### src/rtl/fsm_stream_arbiter_if.sv
`default_nettype none
// ============================================================================
//  Module      : fsm_stream_arbiter_if
//  Description : Bundle of request/frame/grant/result signals plus the link
//                to the shared serial Mealy detector.
//  Revision    : 1.0 - initial release
// ============================================================================
interface fsm_stream_arbiter_if #(
   parameter int NREQ = 4
);
   logic [NREQ-1:0]         req;
   logic [8*NREQ-1:0]       data;
   logic [NREQ-1:0]         gnt;
   logic                    busy;
   logic                    done;
   logic [$clog2(NREQ)-1:0] done_id;
   logic [3:0]              result_cnt;
   logic                    det_rst;
   logic                    det_din;
   logic                    det_dout;

   // Environment side: requesters and the detector
   modport master (
      output req, data, det_dout,
      input  gnt, busy, done, done_id, result_cnt, det_rst, det_din
   );

   // Arbiter side
   modport slave (
      input  req, data, det_dout,
      output gnt, busy, done, done_id, result_cnt, det_rst, det_din
   );
endinterface
`default_nettype wire

### src/rtl/fsm_stream_arbiter.sv
`default_nettype none
// ============================================================================
//  Module      : fsm_stream_arbiter
//  Description : Round-robin arbiter that latches the winner's frame byte and
//                streams it MSB-first through a shared Mealy detector,
//                counting detector hits and reporting them per frame.
//  Revision    : 1.0 - initial release
// ============================================================================
module fsm_stream_arbiter #(
   parameter int NREQ      = 4,
   parameter int FRAME_LEN = 8
) (
   input  wire logic             clk,
   input  wire logic             rst_n,
   fsm_stream_arbiter_if.slave   bus
);
   localparam int IDW  = $clog2(NREQ);
   localparam int BCW  = $clog2(FRAME_LEN);
   localparam int CNTW = 4;

   localparam logic [2:0] S_IDLE  = 3'd0;
   localparam logic [2:0] S_GRANT = 3'd1;
   localparam logic [2:0] S_PRIME = 3'd2;
   localparam logic [2:0] S_SHIFT = 3'd3;
   localparam logic [2:0] S_DONE  = 3'd4;

   logic [2:0]           state_q, state_d;
   logic [IDW-1:0]       ptr_q, ptr_d;
   logic [IDW-1:0]       cur_id_q, cur_id_d;
   logic [FRAME_LEN-1:0] shreg_q, shreg_d;
   logic [BCW-1:0]       bitcnt_q, bitcnt_d;
   logic [CNTW-1:0]      count_q, count_d;
   logic [NREQ-1:0]      gnt_q, gnt_d;
   logic                 done_q, done_d;
   logic [IDW-1:0]       done_id_q, done_id_d;
   logic [CNTW-1:0]      result_cnt_q, result_cnt_d;
   logic                 det_rst_q, det_rst_d;
   logic                 det_din_q, det_din_d;

   logic                 win_vld_w;
   logic [IDW-1:0]       win_id_w;

   // Round-robin pick: first requester at or after ptr (descending scan so
   // the smallest offset from ptr is the last assignment to stick)
   always_comb begin
      win_vld_w = |bus.req;
      win_id_w  = '0;
      for (int k = NREQ - 1; k >= 0; k--) begin
         if (bus.req[ptr_q + IDW'(k)]) begin
            win_id_w = ptr_q + IDW'(k);
         end
      end
   end

   // State register
   always_ff @(posedge clk or negedge rst_n) begin
      if (!rst_n) begin
         state_q <= S_IDLE;
      end else begin
         state_q <= state_d;
      end
   end

   // Next-state logic; IDLE always lasts at least one cycle after DONE
   always_comb begin
      state_d = state_q;
      case (state_q)
         S_IDLE:  if (win_vld_w) state_d = S_GRANT;
         S_GRANT: state_d = S_PRIME;
         S_PRIME: state_d = S_SHIFT;
         S_SHIFT: if (bitcnt_q == BCW'(FRAME_LEN - 1)) state_d = S_DONE;
         S_DONE:  state_d = S_IDLE;
         default: state_d = S_IDLE;
      endcase
   end

   // Next values of datapath and registered outputs, keyed on the transition
   always_comb begin
      ptr_d        = ptr_q;
      cur_id_d     = cur_id_q;
      shreg_d      = shreg_q;
      bitcnt_d     = bitcnt_q;
      count_d      = count_q;
      gnt_d        = gnt_q;
      done_d       = 1'b0;
      done_id_d    = done_id_q;
      result_cnt_d = result_cnt_q;
      det_rst_d    = 1'b1;
      det_din_d    = 1'b0;
      case (state_q)
         S_IDLE: begin
            gnt_d = '0;
            if (state_d == S_GRANT) begin
               cur_id_d  = win_id_w;
               shreg_d   = bus.data[int'(win_id_w) * FRAME_LEN +: FRAME_LEN];
               gnt_d     = NREQ'(1) << win_id_w;
               det_rst_d = 1'b0;   // detector back to idle during GRANT
            end
         end
         S_GRANT: begin
            count_d = '0;
         end
         S_PRIME: begin
            // First frame bit must already be on det_din in SHIFT cycle 0
            det_din_d = shreg_q[FRAME_LEN-1];
            shreg_d   = shreg_q << 1;
            bitcnt_d  = '0;
         end
         S_SHIFT: begin
            count_d  = count_q + CNTW'(bus.det_dout);
            bitcnt_d = bitcnt_q + BCW'(1);
            if (state_d == S_SHIFT) begin
               det_din_d = shreg_q[FRAME_LEN-1];
               shreg_d   = shreg_q << 1;
            end else begin
               done_d       = 1'b1;
               done_id_d    = cur_id_q;
               result_cnt_d = count_q + CNTW'(bus.det_dout);
            end
         end
         S_DONE: begin
            gnt_d = '0;
            ptr_d = cur_id_q + IDW'(1);
         end
         default: begin
            gnt_d = '0;
         end
      endcase
   end

   // Datapath and output registers; reset aborts any frame in flight
   always_ff @(posedge clk or negedge rst_n) begin
      if (!rst_n) begin
         ptr_q        <= '0;
         cur_id_q     <= '0;
         shreg_q      <= '0;
         bitcnt_q     <= '0;
         count_q      <= '0;
         gnt_q        <= '0;
         done_q       <= 1'b0;
         done_id_q    <= '0;
         result_cnt_q <= '0;
         det_rst_q    <= 1'b0;
         det_din_q    <= 1'b0;
      end else begin
         ptr_q        <= ptr_d;
         cur_id_q     <= cur_id_d;
         shreg_q      <= shreg_d;
         bitcnt_q     <= bitcnt_d;
         count_q      <= count_d;
         gnt_q        <= gnt_d;
         done_q       <= done_d;
         done_id_q    <= done_id_d;
         result_cnt_q <= result_cnt_d;
         det_rst_q    <= det_rst_d;
         det_din_q    <= det_din_d;
      end
   end

   assign bus.gnt        = gnt_q;
   assign bus.busy       = (state_q != S_IDLE);
   assign bus.done       = done_q;
   assign bus.done_id    = done_id_q;
   assign bus.result_cnt = result_cnt_q;
   assign bus.det_rst    = det_rst_q;
   assign bus.det_din    = det_din_q;

endmodule
`default_nettype wire
### src/flat_wrapper.sv
// flat-port wrapper written by rule: the top's interface ports become plain ports
module fsm_stream_arbiter_flat 
#(
   parameter int NREQ      = 4,
   parameter int FRAME_LEN = 8
)
  (clk, rst_n, bus_req, bus_data, bus_det_dout, bus_gnt, bus_busy, bus_done, bus_done_id, bus_result_cnt, bus_det_rst, bus_det_din);
  fsm_stream_arbiter_if #(.NREQ(NREQ)) bus_i ();
  input  wire logic clk;
  input  wire logic rst_n;
  input wire logic [$bits(bus_i.req)-1:0] bus_req;
  input wire logic [$bits(bus_i.data)-1:0] bus_data;
  input wire logic [$bits(bus_i.det_dout)-1:0] bus_det_dout;
  output wire logic [$bits(bus_i.gnt)-1:0] bus_gnt;
  output wire logic [$bits(bus_i.busy)-1:0] bus_busy;
  output wire logic [$bits(bus_i.done)-1:0] bus_done;
  output wire logic [$bits(bus_i.done_id)-1:0] bus_done_id;
  output wire logic [$bits(bus_i.result_cnt)-1:0] bus_result_cnt;
  output wire logic [$bits(bus_i.det_rst)-1:0] bus_det_rst;
  output wire logic [$bits(bus_i.det_din)-1:0] bus_det_din;
  assign bus_i.req = bus_req;
  assign bus_i.data = bus_data;
  assign bus_i.det_dout = bus_det_dout;
  assign bus_gnt = bus_i.gnt;
  assign bus_busy = bus_i.busy;
  assign bus_done = bus_i.done;
  assign bus_done_id = bus_i.done_id;
  assign bus_result_cnt = bus_i.result_cnt;
  assign bus_det_rst = bus_i.det_rst;
  assign bus_det_din = bus_i.det_din;
  fsm_stream_arbiter #(.NREQ(NREQ), .FRAME_LEN(FRAME_LEN)) u_core (.clk(clk), .rst_n(rst_n), .bus(bus_i));
endmodule
### config.mk
export PLATFORM = sky130hd
export DESIGN_NAME = fsm_stream_arbiter_flat
export DESIGN_NICKNAME = d
export VERILOG_FILES = /design/src/rtl/fsm_stream_arbiter_if.sv /design/src/rtl/fsm_stream_arbiter.sv /design/src/flat_wrapper.sv
export SDC_FILE = /design/constraint.sdc
export NUM_CORES = 1
export LEC_CHECK = 0
export ABC_CLOCK_PERIOD_IN_PS = 3100
export CAP_MARGIN = 20
export CORE_ASPECT_RATIO = 0.7
export CORE_MARGIN = 3
export CORE_UTILIZATION = 60
export DETAILED_ROUTE_END_ITERATION = 8
export DONT_BUFFER_PORTS = 1
export GPL_TIMING_DRIVEN = 0
export PLACE_DENSITY = 0.76
export SLEW_MARGIN = 20
export SYNTH_ARGS = -nofsm -noshare
export SYNTH_HDL_FRONTEND = slang
export SYNTH_SLANG_ARGS = --single-unit
export TNS_END_PERCENT = 20
### constraint.sdc
create_clock -name clk -period 3.1 [get_ports clk]
set_input_delay 0.62 -clock clk [delete_from_list [all_inputs] [get_ports clk]]
set_output_delay 0.62 -clock clk [all_outputs]
set_load 0.005 [all_outputs]
==> results.sh, run 1 <==
export IMPL_syn_area_per_cell_um2=9.687
export IMPL_finalHoldViolations=0
export IMPL_p_int_mw=1.153
export IMPL_antenna_found_initial=0
export IMPL_drt_iter0_drc=121
export IMPL_maxSlewViolCount=0
export IMPL_boundaryPins=53
export IMPL_ir_drop_uv=486.5
export IMPL_crit_path_start_kind="input pin"
export IMPL_cp_arrival_ns=2.06
export IMPL_dp_cells=220
export IMPL_via_per_inst=6.285
export IMPL_cts_tree="built"
export IMPL_ant_nets=0
export IMPL_antennaDiodeCount=0
export IMPL_placed_cell_area_um2=1844
export IMPL_r2r_end="u_core.shreg_q[4]"
export IMPL_io_buffer_count=0
export IMPL_synth_seq_cells=35
export IMPL_cts_root_buf="clkbuf_8"
export IMPL_r2r_cells=7
export IMPL_totalPowerFinal_mw=1.849
export IMPL_dr_pass1_iters=4
export IMPL_fmax_mhz=527.9
export IMPL_layout_common_cells="dfrtp_1 (35), nand2_1 (33), nor2_1 (11), o21ai_0 (11)"
export IMPL_worstMarginPinSlew_ns=0.6352
export IMPL_worst_clock_skew_ns=0.003345
export IMPL_final_common_cell="dfrtp_1"
export IMPL_run_status="finished clean"
export IMPL_p_comb_frac=0.363
export IMPL_grt_pass1_wl_um=6948
export IMPL_setup_viol=0
export IMPL_cts_setup_buffers=0
export IMPL_synth_fp_nets=229
export IMPL_critPathCaptureType="flip-flop"
export IMPL_syn_area_um2=1802
export IMPL_tns_ns=0
export IMPL_clock_sinks=35
export IMPL_cp_startpoint="bus_req[2]"
export IMPL_stdcell_count=228
export IMPL_start_util=0.6809
export IMPL_seqPwrFrac=0.412
export IMPL_ctsHoldBuffers=0
export IMPL_yosysWarnings=0
export IMPL_power_switching_mw=0.6957
export IMPL_slew_headroom=0.5727
export IMPL_die_w_um=71.50
export IMPL_drive_above_1_share=0.09278
export IMPL_wl_per_cell_um=17.94
export IMPL_syn2layout_area_growth_pct=8.611
export IMPL_insertion_delay_ns=0.29
export IMPL_crit_type="in -> reg"
export IMPL_cts_buffers=5
export IMPL_reg2reg_slack_ns=1.21
export IMPL_rows=15
export IMPL_drc=0
export IMPL_netlist_instances=186
export IMPL_endpoint="u_core.shreg_q[4]"
export IMPL_switching_share=0.3763
export IMPL_routabilityCongestion=0.7891
export IMPL_ys_seq_area_frac=0.4861
export IMPL_cp_max_fo=6
export IMPL_detailed_place_hpwl_um=3052
export IMPL_grt_pass1_vias=1444
export IMPL_worstPathRequired_ns=3.27
export IMPL_synth_distinct_cells=40
export IMPL_fin_util=0.7395
export IMPL_vias=1433
export IMPL_core_region_area_um2=2646
export IMPL_drt_total_wl_um=4090
export IMPL_pwr_share_clk=0.225
export IMPL_cts_buffer_depth=2
export IMPL_drv_cap=0
export IMPL_htree_num_levels=2
export IMPL_overflow=0
export IMPL_r2r_start="u_core.bitcnt_q[0]"
export IMPL_hp_class="in -> async"
export IMPL_grt_use_total=0.2500
export IMPL_path_clk_slew_ns=0.08
export IMPL_grt_max_degree=36
export IMPL_layout_nets=236
export IMPL_rsz0062_at_grt="no"
export IMPL_powerDensity_nw_per_um2=944.8
export IMPL_fillCellCount=184
export IMPL_p_leak_nw=0.9141
export IMPL_fp_dieH_um=51.85
export IMPL_design_area_um2=1957
export IMPL_fin_crit_sh=0.6110
export IMPL_die_area_um2=3707
export IMPL_postCtsResizedCells=0
export IMPL_fin_crit_ns=1.894
registers in the layout, summed over array words and instances, names as in the netlist:
register               flops
u_core.bus.result_cnt      4
u_core.count_q             4
u_core.state_q             3
u_core.shreg_q             8
u_core.bus.det_din         1
u_core.ptr_q               2
u_core.bus.gnt             4
u_core.bitcnt_q            3
u_core.bus.done            1
u_core.bus.done_id         2
u_core.cur_id_q            2
u_core.bus.det_rst         1
synth_stat cells:
master	count	area [um2]
a221oi_1	6	52.55
nand2_1	33	123.9
clkbuf_1	5	18.77
o211a_1	1	10.01
nor2b_1	1	6.260
o21ai_0	11	55.05
o211ai_1	1	7.510
a21oi_4	1	16.27
a21oi_2	1	8.760
nand2b_1	6	37.54
a32o_1	1	10.01
or3_1	1	6.260
a21oi_1	10	50.05
mux2i_1	10	100.1
ha_1	4	50.05
xnor2_1	1	8.760
a31oi_1	5	31.28
a2bb2oi_1	1	8.760
buf_8	1	15.01
and2_1	1	6.260
and3_1	1	6.260
xor2_1	1	8.760
mux2_2	2	22.52
o31ai_1	2	15.01
a22o_1	2	17.52
dfrtp_1	35	875.8
o22ai_1	5	31.28
a211oi_2	1	12.51
nand3_1	5	25.02
nor3_1	1	5.000
buf_6	1	11.26
buf_2	1	5.000
inv_1	7	26.28
o31ai_2	1	12.51
a21o_1	1	7.510
o21a_1	2	15.01
nor2_1	11	41.29
or2_0	4	25.02
o21ai_2	1	8.760
nor4_1	1	6.260
cell families (layout without fill, tap and decap cells):
group	after synthesis	count (layout)	share of synthesized area
adder cells (fa/ha/maj)	4	4	0.02778
flip-flops	35	35	0.4861
XOR/XNOR	2	2	0.009724
AND/OR/NAND/NOR	65	65	0.1604
AO/OA/AOI/OAI	53	53	0.2056
multiplexers	12	12	0.06806
buffers and inverters	15	23	0.04236
worst min-delay path by stage:
stage / cells past startpoint / end / slack (ns) / startpoint
final: 0 / u_core.bus.result_cnt[2] / 0.02 / rst_n
after global routing: 0 / u_core.count_q[3] / 0.003 / rst_n
after CTS: 0 / u_core.count_q[3] / 0.01 / rst_n
after detailed placement: 0 / u_core.ptr_q[1] / 0.33 / rst_n
after global placement: 0 / u_core.bus.det_din / 0.33 / rst_n
after floorplan: 0 / u_core.bitcnt_q[0] / 0.32 / rst_n
cell type report:
cell class                 count  area (um2)  area share
sequential                    35       875.8      0.4476
buffer                         8       50.05     0.02558
clock inverter                 3       43.79     0.02238
multi-input combinational    136       849.6      0.4341
tap                           34       42.54     0.02174
clock buffer                   5       68.82     0.03517
inverter                       7       26.28     0.01343
layer usage:
metal  vias to the layer above  wire (um)  share of wire  GRT usage
li1                        675          -              -          -
met1                       678       1755           0.43     0.3325
met2                        70       1817           0.44     0.3841
met3                        10        416           0.10    0.07722
met4                         0        101          0.025    0.09688
met5                         -          0              0          0
power groups by stage:
stage / combinational [mW] / clock, mW / sequential (mW)
after floorplan: 0.538 / 0 / 0.729
after global placement: 0.632 / 0 / 0.758
after detailed placement: 0.665 / 0 / 0.770
after CTS: 0.672 / 0.416 / 0.764
after global routing: 0.774 / 0.438 / 0.785
final: 0.670 / 0.416 / 0.763
through the flow:
stage               setup WS, ns  hold slack [ns]
detailed placement        0.9970           0.3255
CTS                        1.233          0.01359
global placement           1.003           0.3254
finish                     1.206          0.01671
floorplan                  1.317           0.3244
global route               1.010         0.003167
critical path: stages:
cell	delay, ns
nor4_1	0.57
a2bb2oi_1	0.41
nor2_1	0.19
o22ai_1	0.22
a21oi_1	0.06
Note: power is estimated with default switching activity, not from simulation.
==> inputs of run 2 (changes only) <==
--- a/config.mk
+++ b/config.mk
@@ -5,15 +5,16 @@
 export SDC_FILE = /design/constraint.sdc
 export NUM_CORES = 1
 export LEC_CHECK = 0
-export ABC_CLOCK_PERIOD_IN_PS = 3100
+export ABC_AREA = 1
+export ABC_CLOCK_PERIOD_IN_PS = 1700
 export CAP_MARGIN = 20
 export CORE_ASPECT_RATIO = 0.7
 export CORE_MARGIN = 3
-export CORE_UTILIZATION = 60
+export CORE_UTILIZATION = 57
 export DETAILED_ROUTE_END_ITERATION = 8
 export DONT_BUFFER_PORTS = 1
 export GPL_TIMING_DRIVEN = 0
-export PLACE_DENSITY = 0.76
+export PLACE_DENSITY = 0.75
 export SLEW_MARGIN = 20
 export SYNTH_ARGS = -nofsm -noshare
 export SYNTH_HDL_FRONTEND = slang
==> constraint.sdc (replaced) <==
create_clock -name clk -period 1.7 [get_ports clk]
set_input_delay 0.34 -clock clk [delete_from_list [all_inputs] [get_ports clk]]
set_output_delay 0.34 -clock clk [all_outputs]
set_load 0.005 [all_outputs]
==> run 2 against run 1 <==
  * The flow now finishes with violations (setup timing)
  * Combinational power grew to 6.9 times the previous value
  * Register-to-register slack lost 1.5 ns
  * Sequential cell count is the same
  * Sequential share of layout area shrank 12 points
  * Final area grew 39%
  * Synthesized cell count grew 48%
  * Sequential power grew 86%
  * Core utilization grew 8.4 points
  * Largest cell class is now multi-input combinational cells
  * Highest routed layer unchanged
==> results.sh, run 2 <==
export IMPL_p_comb_frac=0.677
export IMPL_drt_total_wl_um=6041
export IMPL_drive_above_1_share=0.2951
export IMPL_synth_top_cells_by_count="nand2_1 (81), nand3_1 (37), dfrtp_1 (35), nor2_1 (32), inv_1 (27)"
export IMPL_worstPathRequired_ns=1.93
export IMPL_cts_root_buf="clkbuf_8"
export IMPL_setup_viol=14
export IMPL_detailed_place_hpwl_um=3302
export IMPL_synth_fp_nets=318
export IMPL_boundaryPins=53
export IMPL_seqPwrFrac=0.209
export IMPL_layout_nets=347
export IMPL_critical_path_max_stage_delay_ns=0.37
export IMPL_endpoint="u_core.shreg_q[3]"
export IMPL_setup_ws_ns=-0.2815
export IMPL_grt_pass1_vias=1717
export IMPL_pwr_share_clk=0.114
export IMPL_netlist_instances=275
export IMPL_syn2layout_area_growth_pct=32.32
export IMPL_worst_clock_skew_ns=0.008860
export IMPL_placed_cell_area_um2=2111
export IMPL_powerDensity_nw_per_um2=2503
export IMPL_synth_most_common_cell="nand2_1"
export IMPL_synth_edf_count=0
export IMPL_finalHoldViolations=0
export IMPL_hold_path_cell_count=4
export IMPL_path_clk_slew_ns=0.08
export IMPL_fp_dieH_um=56.20
export IMPL_ant_nets=0
export IMPL_r2r_end="u_core.shreg_q[3]"
export IMPL_die_w_um=77.72
export IMPL_regMostFlops="u_core.shreg_q"
export IMPL_drt_iter0_drc=169
export IMPL_synth_area_leaders="dfrtp_1 (43%), nand2_1 (15%), nand3_1 (9.0%)"
export IMPL_syn_area_per_cell_um2=7.462
export IMPL_cts_buffers=5
export IMPL_r2r_start="u_core.ptr_q[0]"
export IMPL_design_area_um2=2715
export IMPL_synth_distinct_cells=26
export IMPL_preCtsSetupSlack_ns=-0.2625
export IMPL_syn_area_um2=2052
export IMPL_p_int_mw=3.464
export IMPL_ys_flop_type="dfrtp_1"
export IMPL_switching_share=0.4902
export IMPL_cts_buffer_depth=2
export IMPL_grt_pass1_wl_um=7762
export IMPL_synth_top_area_share=0.4268
export IMPL_worstMarginPinSlew_ns=0.4819
export IMPL_cp_startpoint="u_core.ptr_q[0]"
export IMPL_violations="setup timing"
export IMPL_hold_ws_ns=0.2807
export IMPL_power_switching_mw=3.331
export IMPL_fin_crit_ns=1.981
export IMPL_yosys_area_top_type="dfrtp_1"
export IMPL_ys_async_sr_fraction=1.000
export IMPL_crit_family="simple AND/OR/NAND/NOR gates"
export IMPL_grt_use_total=0.2277
export IMPL_final_common_cell="nand2_1"
export IMPL_cts_tree="built"
export IMPL_overflow=0
export IMPL_dr_pass1_iters=8
export IMPL_fin_util=0.8235
export IMPL_slowest_stage="dfrtp_1"
export IMPL_via_per_inst=5.764
export IMPL_worst_path_stages=14
export IMPL_yosysWarnings=0
export IMPL_crit_chain="buf_6 -> clkinv_8 -> nand2_8 -> nand3_4 -> nand2_4 -> inv_4 -> buf_6 -> a21oi_4 -> nand2_2 -> nor2_1 -> nor2_1 -> nand2_1 -> nand2_1 -> nand2_1"
export IMPL_antennaDiodeCount=0
export IMPL_ir_drop_uv=1307
export IMPL_crit_type="reg -> reg"
export IMPL_fmax_mhz=504.7
export IMPL_wl_per_cell_um=17.16
export IMPL_routabilityCongestion=0.8295
export IMPL_rows=17
export IMPL_insertion_delay_ns=0.29
export IMPL_grt_max_degree=36
export IMPL_worst_path_most_repeated_cell="nand2_1"
export IMPL_ys_seq_area_frac=0.4268
export IMPL_maxSlewViolCount=0
export IMPL_crit_path_start_kind="flip-flop"
export IMPL_synth_seq_cells=35
export IMPL_core_region_area_um2=3297
export IMPL_largest_register_ffs=8
export IMPL_cp_max_fo=7
export IMPL_r2r_cells=14
export IMPL_rsz0062_at_grt="yes"
export IMPL_critPathCaptureType="flip-flop"
export IMPL_start_util=0.6224
export IMPL_slew_headroom=0.6787
export IMPL_path_buf_inv=4
export IMPL_cp_arrival_ns=2.21
export IMPL_antenna_found_initial=0
export IMPL_io_buffer_count=0
export IMPL_htree_num_levels=2
export IMPL_clock_sinks=35
export IMPL_run_status="complete, but fails checks"
export IMPL_layout_common_cells="nand2_1 (68), dfrtp_1 (34), nor2_1 (28), nand3_1 (28), inv_1 (25)"
export IMPL_fin_crit_sh=1.166
export IMPL_die_area_um2=4368
export IMPL_p_leak_nw=1.376
export IMPL_drv_cap=0
export IMPL_fillCellCount=189
export IMPL_drc=0
export IMPL_reg2reg_slack_ns=-0.28
export IMPL_hp_class="in -> reg"
export IMPL_vias=2029
run 2: changes by cell type after synthesis, moves of 6 or more:
cell      change
a21oi_1       -9
a221oi_1      -6
inv_1        +20
mux2i_1      -10
nand2_1      +48
nand2_2      +10
nand2b_1      -6
nand3_1      +32
nor2_1       +21
run 2: kinds of logic (layout without fill, tap and decap cells):
kind of cell | count (synthesis) | in the layout | share of synthesized area
XOR/XNOR | 3 | 3 | 0.01281
adder cells (fa/ha/maj) | 4 | 4 | 0.02439
flip-flops | 35 | 35 | 0.4268
buffers and inverters | 37 | 66 | 0.08536
AND/OR/NAND/NOR | 170 | 171 | 0.3744
AO/OA/AOI/OAI | 26 | 26 | 0.07622
run 2: stage by stage:
step / TNS (ns) / cells / power [mW]
6_report: -2.202 / 352 / 6.795
5_1_grt: -3.592 / 352 / 7.236
4_1_cts: -0.5606 / 342 / 5.423
3_5_place_dp: -1.881 / 322 / 4.268
3_3_place_gp: -1.691 / 322 / 4.216
2_1_floorplan: 0 / 275 / 3.668
run 2: how the worst min path moves through the flow:
stage                 startpoint                 end
floorplan                  rst_n  u_core.bitcnt_q[0]
global placement           rst_n   u_core.shreg_q[4]
detailed placement         rst_n   u_core.shreg_q[4]
CTS                 bus_data[23]   u_core.shreg_q[7]
global route        bus_data[23]   u_core.shreg_q[7]
finish              bus_data[23]   u_core.shreg_q[7]
run 2: power by group through the flow:
stage                     clock network [mW]  logic, mW  registers (mW)
after CTS                              0.783       3.25            1.39
final                                  0.773       4.60            1.42
after global placement                     0       2.82            1.40
after detailed placement                   0       2.87            1.40
after floorplan                            0       2.31            1.35
after global routing                   0.824       4.95            1.46
run 2: cell type report:
| type | instances | area, um2 | share of cell area |
|---|---|---|---|
| Buffer | 6 | 57.56 | 0.02120 |
| Clock buffer | 6 | 82.58 | 0.03041 |
| Clock inverter | 2 | 35.03 | 0.01290 |
| Inverter | 31 | 133.9 | 0.04931 |
| Multi-Input combinational cell | 204 | 1261 | 0.4645 |
| Sequential cell | 35 | 877.1 | 0.3230 |
| Tap cell | 47 | 58.81 | 0.02166 |
| Timing Repair Buffer | 21 | 209.0 | 0.07696 |
run 2: repair_timing:
item,in CTS,in global routing
endpoints found under the hold margin,35,0
endpoints found under the setup margin,16,21
cloned,1,4
hold buffers,2,0
gates resized for setup,11,62
setup buffers,9,6
pin swaps,4,26
run 2: metal layers:
metal	share of wire	up-vias	global-route usage
li1	-	941	-
met1	0.40	951	0.3098
met2	0.48	112	0.3463
met3	0.081	25	0.06472
met4	0.038	0	0.08122
met5	0	-	0
run 2: worst register-to-register path: cells and delay by family, from the launching register on:
family / cells / cell delay (ns)
buffers and inverters: 4 / 0.43
AO/OA/AOI/OAI: 1 / 0.28
AND/OR/NAND/NOR: 9 / 0.83
flip-flops: 1 / 0.37
